## src/rtl/fpu_pkg.sv

```systemverilog
// Shared FPU definitions: comparison op codes and small helpers on binary32 fields.
package fpu_pkg;

  typedef enum logic [2:0] {
    FEQ  = 3'd0,
    FLT  = 3'd1,
    FLE  = 3'd2,
    FMIN = 3'd3,
    FMAX = 3'd4
  } fcmp_op_e;

  localparam logic [31:0] POS_ZERO = 32'h0000_0000;
  localparam logic [31:0] NEG_ZERO = 32'h8000_0000;

  // True for +0 and -0; the sign bit is deliberately not part of the argument.
  function automatic logic is_zero(input logic [30:0] mag);
    return mag == 31'd0;
  endfunction

endpackage

```

## src/rtl/flt.sv

```systemverilog
// Combinational binary32 less-than for finite operands; denormals order by value, +0 == -0.
module flt
  import fpu_pkg::*;
(
  input  logic [31:0] a,
  input  logic [31:0] b,
  output logic        lt
);

  // Sign-magnitude ordering: a negative magnitude compare is reversed.
  always_comb begin
    if (is_zero(a[30:0]) && is_zero(b[30:0])) begin
      lt = 1'b0;
    end else if (a[31] != b[31]) begin
      lt = a[31];
    end else if (a[31]) begin
      lt = a[30:0] > b[30:0];
    end else begin
      lt = a[30:0] < b[30:0];
    end
  end

endmodule

```

## src/rtl/fcmp_stage.sv

```systemverilog
// Two-stage floating-point compare/min/max unit with valid/ready handshakes and flush.
module fcmp_stage
  import fpu_pkg::*;
#(
  parameter int TAG_W = 5
) (
  input  logic             clk,
  input  logic             rst,
  input  logic             flush,
  input  logic             in_valid,
  output logic             in_ready,
  input  logic [2:0]       in_op,
  input  logic [31:0]      in_x1,
  input  logic [31:0]      in_x2,
  input  logic [TAG_W-1:0] in_tag,
  output logic             out_valid,
  input  logic             out_ready,
  output logic [31:0]      out_data,
  output logic [TAG_W-1:0] out_tag
);

  logic             s1_valid;
  logic [2:0]       s1_op;
  logic [31:0]      s1_x1;
  logic [31:0]      s1_x2;
  logic [TAG_W-1:0] s1_tag;
  logic             s2_valid;

  logic        s1_ready;
  logic        s2_ready;
  logic        lt;
  logic        eq;
  logic        both_zero;
  logic        mixed_zero;
  logic [31:0] result;

  assign s2_ready  = !s2_valid || out_ready;
  assign s1_ready  = !s1_valid || s2_ready;
  assign in_ready  = s1_ready;
  assign out_valid = s2_valid;

  flt u_flt (
    .a (s1_x1),
    .b (s1_x2),
    .lt(lt)
  );

  // Zeros of opposite sign are equal in value but min/max must still pick a sign.
  always_comb begin
    both_zero  = is_zero(s1_x1[30:0]) && is_zero(s1_x2[30:0]);
    mixed_zero = both_zero && (s1_x1[31] != s1_x2[31]);
    eq         = (s1_x1 == s1_x2) || both_zero;
    result     = 32'h0;
    case (s1_op)
      FEQ:     result = {31'b0, eq};
      FLT:     result = {31'b0, lt};
      FLE:     result = {31'b0, lt || eq};
      FMIN:    result = mixed_zero ? NEG_ZERO : (lt ? s1_x1 : s1_x2);
      FMAX:    result = mixed_zero ? POS_ZERO : (lt ? s1_x2 : s1_x1);
      default: result = 32'h0;
    endcase
  end

  always_ff @(posedge clk) begin
    if (rst) begin
      s1_valid <= 1'b0;
      s1_op    <= 3'd0;
      s1_x1    <= 32'h0;
      s1_x2    <= 32'h0;
      s1_tag   <= '0;
      s2_valid <= 1'b0;
      out_data <= 32'h0;
      out_tag  <= '0;
    end else if (flush) begin
      s1_valid <= 1'b0;
      s2_valid <= 1'b0;
    end else begin
      // Result registers only load real results so they hold while out_valid is low.
      if (s2_ready) begin
        s2_valid <= s1_valid;
        if (s1_valid) begin
          out_data <= result;
          out_tag  <= s1_tag;
        end
      end
      if (s1_ready) begin
        s1_valid <= in_valid;
        if (in_valid) begin
          s1_op  <= in_op;
          s1_x1  <= in_x1;
          s1_x2  <= in_x2;
          s1_tag <= in_tag;
        end
      end
    end
  end

endmodule

```

## config.mk

```make
export PLATFORM = sky130hd
export DESIGN_NAME = fcmp_stage
export DESIGN_NICKNAME = d
export VERILOG_FILES = /design/src/rtl/fpu_pkg.sv /design/src/rtl/flt.sv /design/src/rtl/fcmp_stage.sv
export SDC_FILE = /design/constraint.sdc
export NUM_CORES = 1
export LEC_CHECK = 0
export BUFFER_PORTS_ARGS = -buffer_cell sky130_fd_sc_hd__buf_2
export CAP_MARGIN = 40
export CORE_ASPECT_RATIO = 0.5
export CORE_UTILIZATION = 40
export DETAILED_ROUTE_END_ITERATION = 8
export PLACE_DENSITY = 0.63
export SLEW_MARGIN = 25
export SYNTH_ARGS = -nofsm -noshare
export SYNTH_HDL_FRONTEND = slang
export SYNTH_SLANG_ARGS = --single-unit
```

## constraint.sdc

```tcl
create_clock -name clk -period 3.18 [get_ports clk]
set_input_delay 0.159 -clock clk [delete_from_list [all_inputs] [get_ports clk]]
set_output_delay 0.159 -clock clk [all_outputs]
set_load 0.005 [all_outputs]
```

==> results.py, run 1 <==
metrics = {
    "status": {
        "status": "complete, but fails checks",
        "violations": "design-rule violations",
    },
    "power": {
        "clkPwrFrac": 0.383,
        "internal_power_w": 0.00228,
        "p_sw_w": 0.000784,
        "swShare": 0.256,
        "max-vdd-ir-drop_mv": 0.246,
        "pwr_density_cell_nw_per_um2": 476,
        "p_seq_frac": 0.483,
        "p_comb_frac": 0.134,
        "power_leakage_nw": 2.57,
    },
    "timing": {
        "worst_slew_margin_rel": 0.476,
        "period_needed_ps": 2940,
        "skew_ps": 8.79,
        "setup_viol": 0,
        "fmax_ghz": 0.340,
        "worst_slack_ps": 238,
        "slew_viol_final": 0,
        "worst_pin_slew_ps": 786,
        "rsz0062_at_grt": "no",
        "period_share": 0.925,
        "finalHoldViolCount": 0,
        "fin_tns_setup_ps": 0,
    },
    "global_route": {
        "track_usage": 0.220,
        "grt_pass1_vias": 4624,
        "grt_pass1_wl_um": 23700,
        "antenna_found_initial": 0,
        "grt.overflow.total": 0,
        "grt_max_degree": 73,
    },
    "clock_network": {
        "cts.root.buffer_cell": "clkbuf_16",
        "path_clk_slew_ps": 70,
        "post_cts_buffers": 0,
        "clock_latency_ps": 350,
        "clock_path_buffers": 2,
        "cts_buffers": 9,
        "cts_max_level": 3,
        "cts.sinks": 111,
        "tritoncts": "done",
    },
    "route": {
        "route.detailed.drc": 10,
        "drt_iter0_markers": 368,
        "wl_per_cell_um": 15.7,
        "num_vias": 4768,
        "postRouteWirelength_um": 14600,
        "dr.pass1.iters": 7,
        "via_per_inst": 5.14,
        "postRouteAntennaNets": 0,
    },
    "worst_setup_path": {
        "end_kind": "flop",
        "arrival_ps": 3160,
        "crit_slowest_cell": "or4_4",
        "cp-start-kind": "flop",
        "reg2reg_depth": 11,
        "slowest_delay_ps": 580,
        "path_class": "flop to flop",
        "critPathLaunch": "s1_x2[26]",
        "worstPathRequired_ps": 3400,
        "r2r_start": "s1_x2[26]",
        "cp_max_fo": 24,
        "crit_chain": "inv_1, ha_1, nand4_2, or4_4, o21ai_2, a211oi_1, a211oi_2, nor2_4, mux2i_4, buf_12, o221ai_2",
    },
    "cells_and_area": {
        "antenna_cells": 0,
        "layout-drive-gt1-share": 0.253,
        "nNetsFinal": 863,
        "design_area_um2": 6450,
        "areaGrowthSynthToFinish_pct": 21.0,
    },
    "synth": {
        "yosys_warnings": 0,
        "syn_nets": 753,
        "synth_ff_type": "dfxtp_1",
        "synth_cells": 643,
        "synth-edff-count": 0,
        "yosys.area_share.xor_xnor": 0,
        "synth_top_family_by_area": "simple AND/OR/NAND/NOR gates",
        "synth_compound_area_frac": 0.206,
        "syn-cell-area_um2": 5330,
        "yosys.area_share.simple": 0.209,
        "avgSynthCellArea_um2": 8.29,
        "ys_seq_area_frac": 0.417,
        "synth.distinct_cells": 47,
        "synthMuxAreaShare": 0.0127,
        "postSynth.asyncResetShare": 0,
        "ys_ff_latch": 111,
        "synthAdderAreaFrac": 0.0775,
    },
    "floorplanning": {
        "io_pins": 116,
        "die_h_um": 83.6,
        "core_um2": 12800,
        "start_util": 0.415,
        "die-area_um2": 13800,
        "fp.dieW_um": 165,
        "core.rowCount": 29,
    },
    "placed_design": {
        "io_buffers": 115,
        "placed_area_um2": 6130,
        "pre_cts_slack_ps": 217,
        "globalplace.congestion": 0.821,
        "dpl.hpwl_um": 10600,
    },
    "worst_hold_path": {
        "min_path_type": "primary input to flop",
        "min_from": "flush",
        "worstHoldPathCells": 2,
    },
    "flow_run": {
        "maxCapViolations": 0,
    },
}
[power by group through the flow]
stage | combinational [W] | sequential, W | clock (W)
2_1_floorplan | 0.000262 | 0.00149 | 0
3_3_place_gp | 0.000396 | 0.00151 | 0
3_5_place_dp | 0.000404 | 0.00151 | 0
4_1_cts | 0.000406 | 0.00148 | 0.00120
5_1_grt | 0.000461 | 0.00149 | 0.00126
6_report | 0.000411 | 0.00148 | 0.00117
[through the flow]
stage	hold slack [ps]	power (W)	util	std cells
after detailed placement	388	0.00192	0.477	912
after floorplan	238	0.00176	-	643
final	40.9	0.00307	0.502	928
after CTS	22.6	0.00309	0.502	928
after global routing	41.0	0.00320	0.502	928
after global placement	389	0.00191	0.477	912
[path summary, 6_finish.rpt]
kind / to / slack [ps]
min: s1_valid / 40
max reg2reg: out_data[25] / 240
min reg2reg: s1_tag[1] / 460
max: out_data[25] / 240
[logic make-up after synthesis]
kind of cell,Yosys count
compound gates,146
buf+inv,99
fa+ha+maj,33
flops,111
simple gates,248
mux,6
[flip-flops by register name, summed over array words and instances, names as in the netlist]
| signal | flops |
|---|---|
| s1_x1 | 32 |
| s1_tag | 5 |
| s1_op | 3 |
| out_tag | 5 |
| s1_valid | 1 |
| s1_x2 | 32 |
| out_data | 32 |
| out_valid | 1 |
[cell type report]
cell class | count | area [µm²]
fill | 1233 | 6400
multi-input combinational | 433 | 2720
sequential | 111 | 2220
timing repair buffer | 134 | 743
clock buffer | 14 | 274
inverter | 64 | 240
tap | 170 | 213
clock inverter | 2 | 37.5
[worst max-delay path: cells and delay by family (launching register included)]
family | cells | cell delay [ps]
AND/OR/NAND/NOR | 3 | 820
adder cells (fa/ha/maj) | 1 | 330
flip-flops | 1 | 370
AO/OA/AOI/OAI | 4 | 730
multiplexers | 1 | 220
buffers and inverters | 2 | 320
[repair_timing]
action | CTS | global route
hold buffers | 0 | 0
setup endpoints to repair | 0 | 27
resized for setup | 0 | 2
[cells in the mapped netlist (2+ instances only)]
cell / count / share of area
nor3_1: 5 / 0.0047
nand3b_1: 2 / 0.0028
o21ai_0: 6 / 0.0056
a21boi_0: 2 / 0.0028
a211oi_1: 2 / 0.0028
a21oi_1: 91 / 0.085
nand2b_1: 2 / 0.0023
dfxtp_1: 111 / 0.42
inv_1: 64 / 0.045
mux2i_2: 2 / 0.0052
mux2i_1: 4 / 0.0075
nand3_1: 3 / 0.0028
o221ai_2: 30 / 0.085
clkbuf_1: 28 / 0.020
buf_6: 6 / 0.013
nand4_1: 8 / 0.0094
and2_1: 2 / 0.0023
nor4_1: 16 / 0.019
a22o_1: 2 / 0.0033
nand2_1: 184 / 0.13
ha_1: 33 / 0.077
nor3b_1: 2 / 0.0028
and4_1: 3 / 0.0049
nor2_1: 12 / 0.0085
[layout by cell type, fill, tap and decap left out, types with 2 or more instances in the layout]
master | synthesis | final
clkbuf_1 | 28 | 2
nor4_1 | 16 | 16
buf_2 | 0 | 115
mux2i_1 | 4 | 4
nand2_1 | 184 | 184
buf_12 | 0 | 2
nand3_1 | 3 | 3
a22o_1 | 2 | 2
buf_4 | 0 | 17
nand2b_1 | 2 | 2
nor3b_1 | 2 | 2
clkbuf_8 | 0 | 3
nor3_1 | 5 | 5
nand4_1 | 8 | 8
and4_1 | 3 | 3
a21boi_0 | 2 | 2
inv_1 | 64 | 64
and2_1 | 2 | 2
ha_1 | 33 | 33
nand3b_1 | 2 | 2
o221ai_2 | 30 | 30
a211oi_1 | 2 | 2
o21ai_0 | 6 | 6
dfxtp_1 | 111 | 111
clkbuf_16 | 0 | 9
nor2_1 | 12 | 11
mux2i_4 | 0 | 2
a21oi_1 | 91 | 91
[routing by layer]
layer  share of wire  routed length (µm)  GRT usage
met1            0.51                7430      0.321
met2            0.43                6270      0.334
met3           0.053                 769     0.0397
met4          0.0080                 117     0.0492
met5               0                   0          0
Power figures use the tool's default switching activity.
==> inputs of run 2 (changes only) <==
--- a/config.mk
+++ b/config.mk
@@ -5,12 +5,12 @@
 export SDC_FILE = /design/constraint.sdc
 export NUM_CORES = 1
 export LEC_CHECK = 0
-export BUFFER_PORTS_ARGS = -buffer_cell sky130_fd_sc_hd__buf_2
 export CAP_MARGIN = 40
 export CORE_ASPECT_RATIO = 0.5
 export CORE_UTILIZATION = 40
 export DETAILED_ROUTE_END_ITERATION = 8
-export PLACE_DENSITY = 0.63
+export DONT_BUFFER_PORTS = 1
+export PLACE_DENSITY = 0.55
 export SLEW_MARGIN = 25
 export SYNTH_ARGS = -nofsm -noshare
 export SYNTH_HDL_FRONTEND = slang
==> run 2 against run 1 <==
  * The run still ends with design-rule violations left
  * Combinational power is 7.5% higher
  * Via count is 4.0% lower
  * Die area stayed put
  * Critical path depth stayed put
  * Cell count shrank 4.6%
  * Wire length fell by 0.10%
  * Sequential share of layout area decreased by 1.1 points
  * Count of clock-buffer cells in the layout fell by 1
  * Final area increased by 3.2%
  * Setup slack worse by 37 ps
  * Worst hold slack gained 43 ps
  * Largest power group unchanged
==> results.py, run 2 (synthesized netlist as in run 1, its figures left out) <==
metrics = {
    "worst_hold_path": {
        "min_path_type": "primary input to flop",
        "min_from": "out_ready",
    },
    "placed_design": {
        "pre_cts_slack_ps": 208,
        "placed_area_um2": 5620,
        "dpl.hpwl_um": 10400,
        "io_buffers": 0,
        "globalplace.congestion": 0.871,
    },
    "global_route": {
        "grt_max_degree": 80,
        "grt_pass1_wl_um": 23800,
        "grt.overflow.total": 0,
        "antenna_found_initial": 0,
        "grt_pass1_vias": 4501,
        "track_usage": 0.224,
    },
    "clock_network": {
        "tritoncts": "done",
        "path_clk_slew_ps": 70,
        "cts.sinks": 111,
        "cts_max_level": 3,
        "cts.root.buffer_cell": "clkbuf_16",
        "clock_latency_ps": 340,
        "clock_path_buffers": 2,
        "post_cts_buffers": 0,
        "cts_buffers": 9,
    },
    "worst_setup_path": {
        "critPathLaunch": "s1_x2[20]",
        "r2r_start": "s1_x2[20]",
        "arrival_ps": 3200,
        "end_kind": "flop",
        "cp-start-kind": "flop",
        "path_class": "flop to flop",
        "worstPathRequired_ps": 3410,
        "cp_max_fo": 16,
    },
    "route": {
        "postRouteWirelength_um": 14600,
        "dr.pass1.iters": 6,
        "drt_iter0_markers": 302,
        "num_vias": 4578,
        "postRouteAntennaNets": 0,
        "wl_per_cell_um": 16.5,
        "via_per_inst": 5.17,
        "route.detailed.drc": 10,
    },
    "status": {
        "status": "complete, but fails checks",
        "violations": "design-rule violations",
    },
    "timing": {
        "worst_slew_margin_rel": 0.528,
        "skew_ps": 4.48,
        "period_share": 0.937,
        "fin_tns_setup_ps": 0,
        "worst_pin_slew_ps": 707,
        "fmax_ghz": 0.336,
        "period_needed_ps": 2980,
        "finalHoldViolCount": 0,
        "worst_slack_ps": 201,
        "slew_viol_final": 0,
        "setup_viol": 0,
        "rsz0062_at_grt": "no",
    },
    "power": {
        "power_leakage_nw": 2.38,
        "pwr_density_cell_nw_per_um2": 445,
        "swShare": 0.255,
        "internal_power_w": 0.00221,
        "p_comb_frac": 0.149,
        "p_seq_frac": 0.500,
        "p_sw_w": 0.000755,
        "clkPwrFrac": 0.351,
        "max-vdd-ir-drop_mv": 0.226,
    },
    "cells_and_area": {
        "antenna_cells": 0,
        "largestRegisters": "out_data x32, s1_x1 x32, s1_x2 x32",
        "layout-drive-gt1-share": 0.106,
        "nNetsFinal": 822,
        "design_area_um2": 6660,
        "areaGrowthSynthToFinish_pct": 24.9,
        "final_cell_mix": "nand2_1 (184), dfxtp_1 (111), a21oi_1 (91), dlygate4sd3_1 (74), inv_1 (64)",
        "final_common_cell": "nand2_1",
    },
    "floorplanning": {
        "fp.dieW_um": 165,
        "die-area_um2": 13800,
        "start_util": 0.415,
        "io_pins": 116,
        "core_um2": 12800,
        "core.rowCount": 29,
        "die_h_um": 83.6,
    },
    "flow_run": {
        "maxCapViolations": 0,
    },
}
==> run 2: cell count changes in the layout (fill, tap and decap cells not counted) <==
cell / before / now
buf_4: 17 / 11
clkbuf_8: 3 / 2
buf_12: 2 / 7
dlygate4sd3_1: 0 / 74
clkinvlp_4: 1 / 0
nor3b_2: 0 / 1
buf_2: 115 / 0
nor3b_1: 2 / 1
bufinv_16: 1 / 0
clkinv_2: 0 / 1
buf_16: 0 / 1
==> run 2: worst paths after layout <==
| check | endpoint | slack (ps) | cells after the start |
|---|---|---|---|
| worst max register to register | out_data[18] | 200 | 11 |
| worst min register to register | s1_tag[4] | 460 | 2 |
| worst max-delay path | out_data[18] | 200 | 11 |
| worst min-delay path | out_valid | 80 | 3 |
==> run 2: critical path: stages (launching register included) <==
cell and delay [ps]:
dfxtp_1 430, inv_1 100, ha_1 300, nand4_1 140, or4_4 610, o21ai_2 190, a211oi_1 80, a211oi_2 340
nor2_4 90, mux2i_4 250, buf_12 210, o221ai_2 120
==> run 2: layer usage <==
metal,GRT usage,share of wire,vias to the layer above
li1,-,-,2334
met1,0.313,0.49,2137
met2,0.342,0.43,98
met3,0.0611,0.071,9
met4,0.0442,0.0084,0
met5,0,0,-
==> run 2: power by group through the flow <==
stage | clock [W] | combinational, W | sequential, W
after CTS | 0.00107 | 0.000437 | 0.00148
final | 0.00104 | 0.000442 | 0.00148
after floorplan | 0 | 0.000262 | 0.00149
after global placement | 0 | 0.000341 | 0.00151
after detailed placement | 0 | 0.000345 | 0.00151
after global routing | 0.00113 | 0.000496 | 0.00149
==> run 2: repair_timing <==
action / 4_1_cts / 5_1_grt
resized for setup: 0 / 2
setup endpoints to repair: 0 / 30
endpoints found under the hold margin: 80 / 2
hold buffers: 73 / 2
==> run 2: area by class of cell <==
class	instances	area [µm²]
Fill cell	1232	6190
Multi-Input combinational cell	433	2720
Sequential cell	111	2220
Timing Repair Buffer	93	991
Clock buffer	13	260
Inverter	64	240
Tap cell	170	213
Clock inverter	1	5.00
==> run 2: per-stage QoR <==
stage,std cells,hold slack (ps),utilization,power (W)
after global placement,796,235,0.437,0.00185
after CTS,883,1.31,0.516,0.00299
after floorplan,643,238,-,0.00176
final,885,83.8,0.518,0.00296
after global routing,885,123,0.518,0.00311
after detailed placement,796,237,0.437,0.00186
==> inputs of run 3 (changes only) <==
==> constraint.sdc (replaced) <==
create_clock -name clk -period 3.54 [get_ports clk]
set_input_delay 0.177 -clock clk [delete_from_list [all_inputs] [get_ports clk]]
set_output_delay 0.177 -clock clk [all_outputs]
set_load 0.005 [all_outputs]
==> run 3 against run 2 <==
  * The flow still finishes with violations (design-rule violations)
  * Die area unchanged
  * Clock power barely moved
  * Utilization down 0.92 points
  * First-iteration DRC count shrank 5.3%
  * Wire length is 1.3% higher
  * Count of clock-buffer cells in the layout is 2 lower
  * Fmax shrank 4.2%
  * Sequential share of layout area up 0.60 points
  * Worst hold slack worse by 74 ps
  * Setup slack improved by 230 ps
  * Global-route usage fell by 0.20 points
  * Via count fell by 0.61%
  * Critical endpoint is now out_data[3]
  * Highest routed layer unchanged
==> results.py, run 3 (synthesized netlist as in run 1, its figures left out) <==
metrics = {
    "route": {
        "route.detailed.drc": 10,
        "postRouteWirelength_um": 14800,
        "drt_iter0_markers": 286,
        "postRouteAntennaNets": 0,
        "via_per_inst": 5.19,
        "num_vias": 4550,
        "wl_per_cell_um": 16.8,
        "dr.pass1.iters": 6,
    },
    "clock_network": {
        "tritoncts": "done",
        "path_clk_slew_ps": 70,
        "cts.sinks": 111,
        "clock_path_buffers": 2,
        "cts_resized": 0,
        "cts_buffers": 9,
        "cts.root.buffer_cell": "clkbuf_16",
        "clock_latency_ps": 340,
        "cts_max_level": 3,
    },
    "power": {
        "p_comb_frac": 0.138,
        "power_leakage_nw": 2.32,
        "pwr_density_cell_nw_per_um2": 421,
        "max-vdd-ir-drop_mv": 0.214,
        "swShare": 0.257,
        "p_seq_frac": 0.483,
        "clkPwrFrac": 0.379,
        "p_sw_w": 0.000709,
        "internal_power_w": 0.00205,
    },
    "cells_and_area": {
        "nNetsFinal": 811,
        "areaGrowthSynthToFinish_pct": 22.7,
        "final_common_cell": "nand2_1",
        "layout-drive-gt1-share": 0.103,
        "register_area_um2": 2220,
        "multi_input_area_um2": 2720,
        "final_cell_mix": "nand2_1 (184), dfxtp_1 (111), a21oi_1 (91), dlygate4sd3_1 (70), inv_1 (64)",
        "antenna_cells": 0,
        "nFillCells": 1273,
        "largestRegisters": "out_data x32, s1_x1 x32, s1_x2 x32",
    },
    "placed_design": {
        "io_buffers": 0,
        "dpl.hpwl_um": 10400,
        "globalplace.congestion": 0.866,
    },
    "worst_setup_path": {
        "worst-path-buf-inv": 3,
        "cp_max_fo": 30,
        "path_class": "flop to flop",
        "slowest_delay_ps": 440,
        "crit_chain": "inv_1, ha_1, a21oi_1, o21ai_0, a2111oi_0, buf_4, and3_2, a211oi_2, nor2_2, mux2i_4, buf_12, o221ai_2",
        "cp-start-kind": "flop",
        "crit_slowest_cell": "a2111oi_0",
        "arrival_ps": 3330,
        "worstPathRequired_ps": 3760,
        "end_kind": "flop",
        "path_delay_family": "compound AO/OA/AOI/OAI gates",
    },
    "status": {
        "status": "complete, but fails checks",
        "violations": "design-rule violations",
    },
    "timing": {
        "skew_ps": 8.76,
        "slew_viol_final": 0,
        "period_share": 0.879,
        "whs_ps": 10.1,
        "setup_viol": 0,
        "worst_pin_slew_ps": 809,
        "fmax_ghz": 0.321,
        "fin_tns_setup_ps": 0,
        "finalHoldViolCount": 0,
        "period_needed_ps": 3110,
        "worst_slew_margin_rel": 0.461,
        "rsz0062_at_grt": "no",
    },
    "global_route": {
        "grt.overflow.total": 0,
        "grt_pass1_vias": 4358,
        "antenna_found_initial": 0,
        "grt_pass1_wl_um": 23700,
        "track_usage": 0.222,
        "grt_max_degree": 81,
    },
    "floorplanning": {
        "core.rowCount": 29,
        "fp.dieW_um": 165,
        "die_h_um": 83.6,
        "core_um2": 12800,
        "start_util": 0.415,
        "die-area_um2": 13800,
        "io_pins": 116,
    },
    "flow_run": {
        "maxCapViolations": 0,
    },
    "worst_hold_path": {
        "min_path_type": "primary input to flop",
    },
}
[run 3: final timing paths]
kind	slack [ps]	end	start	cells past startpoint
min reg2reg	460	out_tag[4]	s1_tag[4]	2
max	430	out_data[3]	s1_x2[18]	12
min	10	s1_op[2]	in_op[2]	2
max reg2reg	430	out_data[3]	s1_x2[18]	12
[run 3: final cells by class]
cell class,instances,share of cell area
Multi-Input combinational cell,433,0.416
Inverter,64,0.0367
Timing Repair Buffer,82,0.128
Sequential cell,111,0.340
Clock inverter,5,0.00861
Clock buffer,11,0.0387
Tap cell,170,0.0325
[run 3: stage by stage]
step | worst slack [ps] | power, W | cells | utilization | instance area [µm²]
2_1_floorplan | 874 | 0.00158 | 643 | - | 5330
3_3_place_gp | 543 | 0.00165 | 789 | 0.428 | 5500
3_5_place_dp | 493 | 0.00166 | 789 | 0.428 | 5500
4_1_cts | 461 | 0.00279 | 876 | 0.509 | 6540
5_1_grt | 290 | 0.00289 | 876 | 0.509 | 6540
6_report | 429 | 0.00275 | 876 | 0.509 | 6540
[run 3: power by group through the flow]
stage               registers (W)  logic [W]  clock network, W
floorplan                 0.00134   0.000235                 0
CTS                       0.00133   0.000382           0.00107
global route              0.00134   0.000424           0.00113
global placement          0.00136   0.000295                 0
detailed placement        0.00136   0.000300                 0
finish                    0.00133   0.000381           0.00104
[run 3: per-layer routing]
metal  wire (µm)  GRT usage  part of all wire
met2        6180      0.332              0.42
met1        7330      0.323              0.50
met5           0          0                 0
met3        1170     0.0566             0.079
met4          90     0.0325            0.0061
[run 3: what timing repair did]
item / CTS / global route
buffers inserted: 0 / 0
endpoints found under the hold margin: 80 / 0
hold buffers: 71 / 0
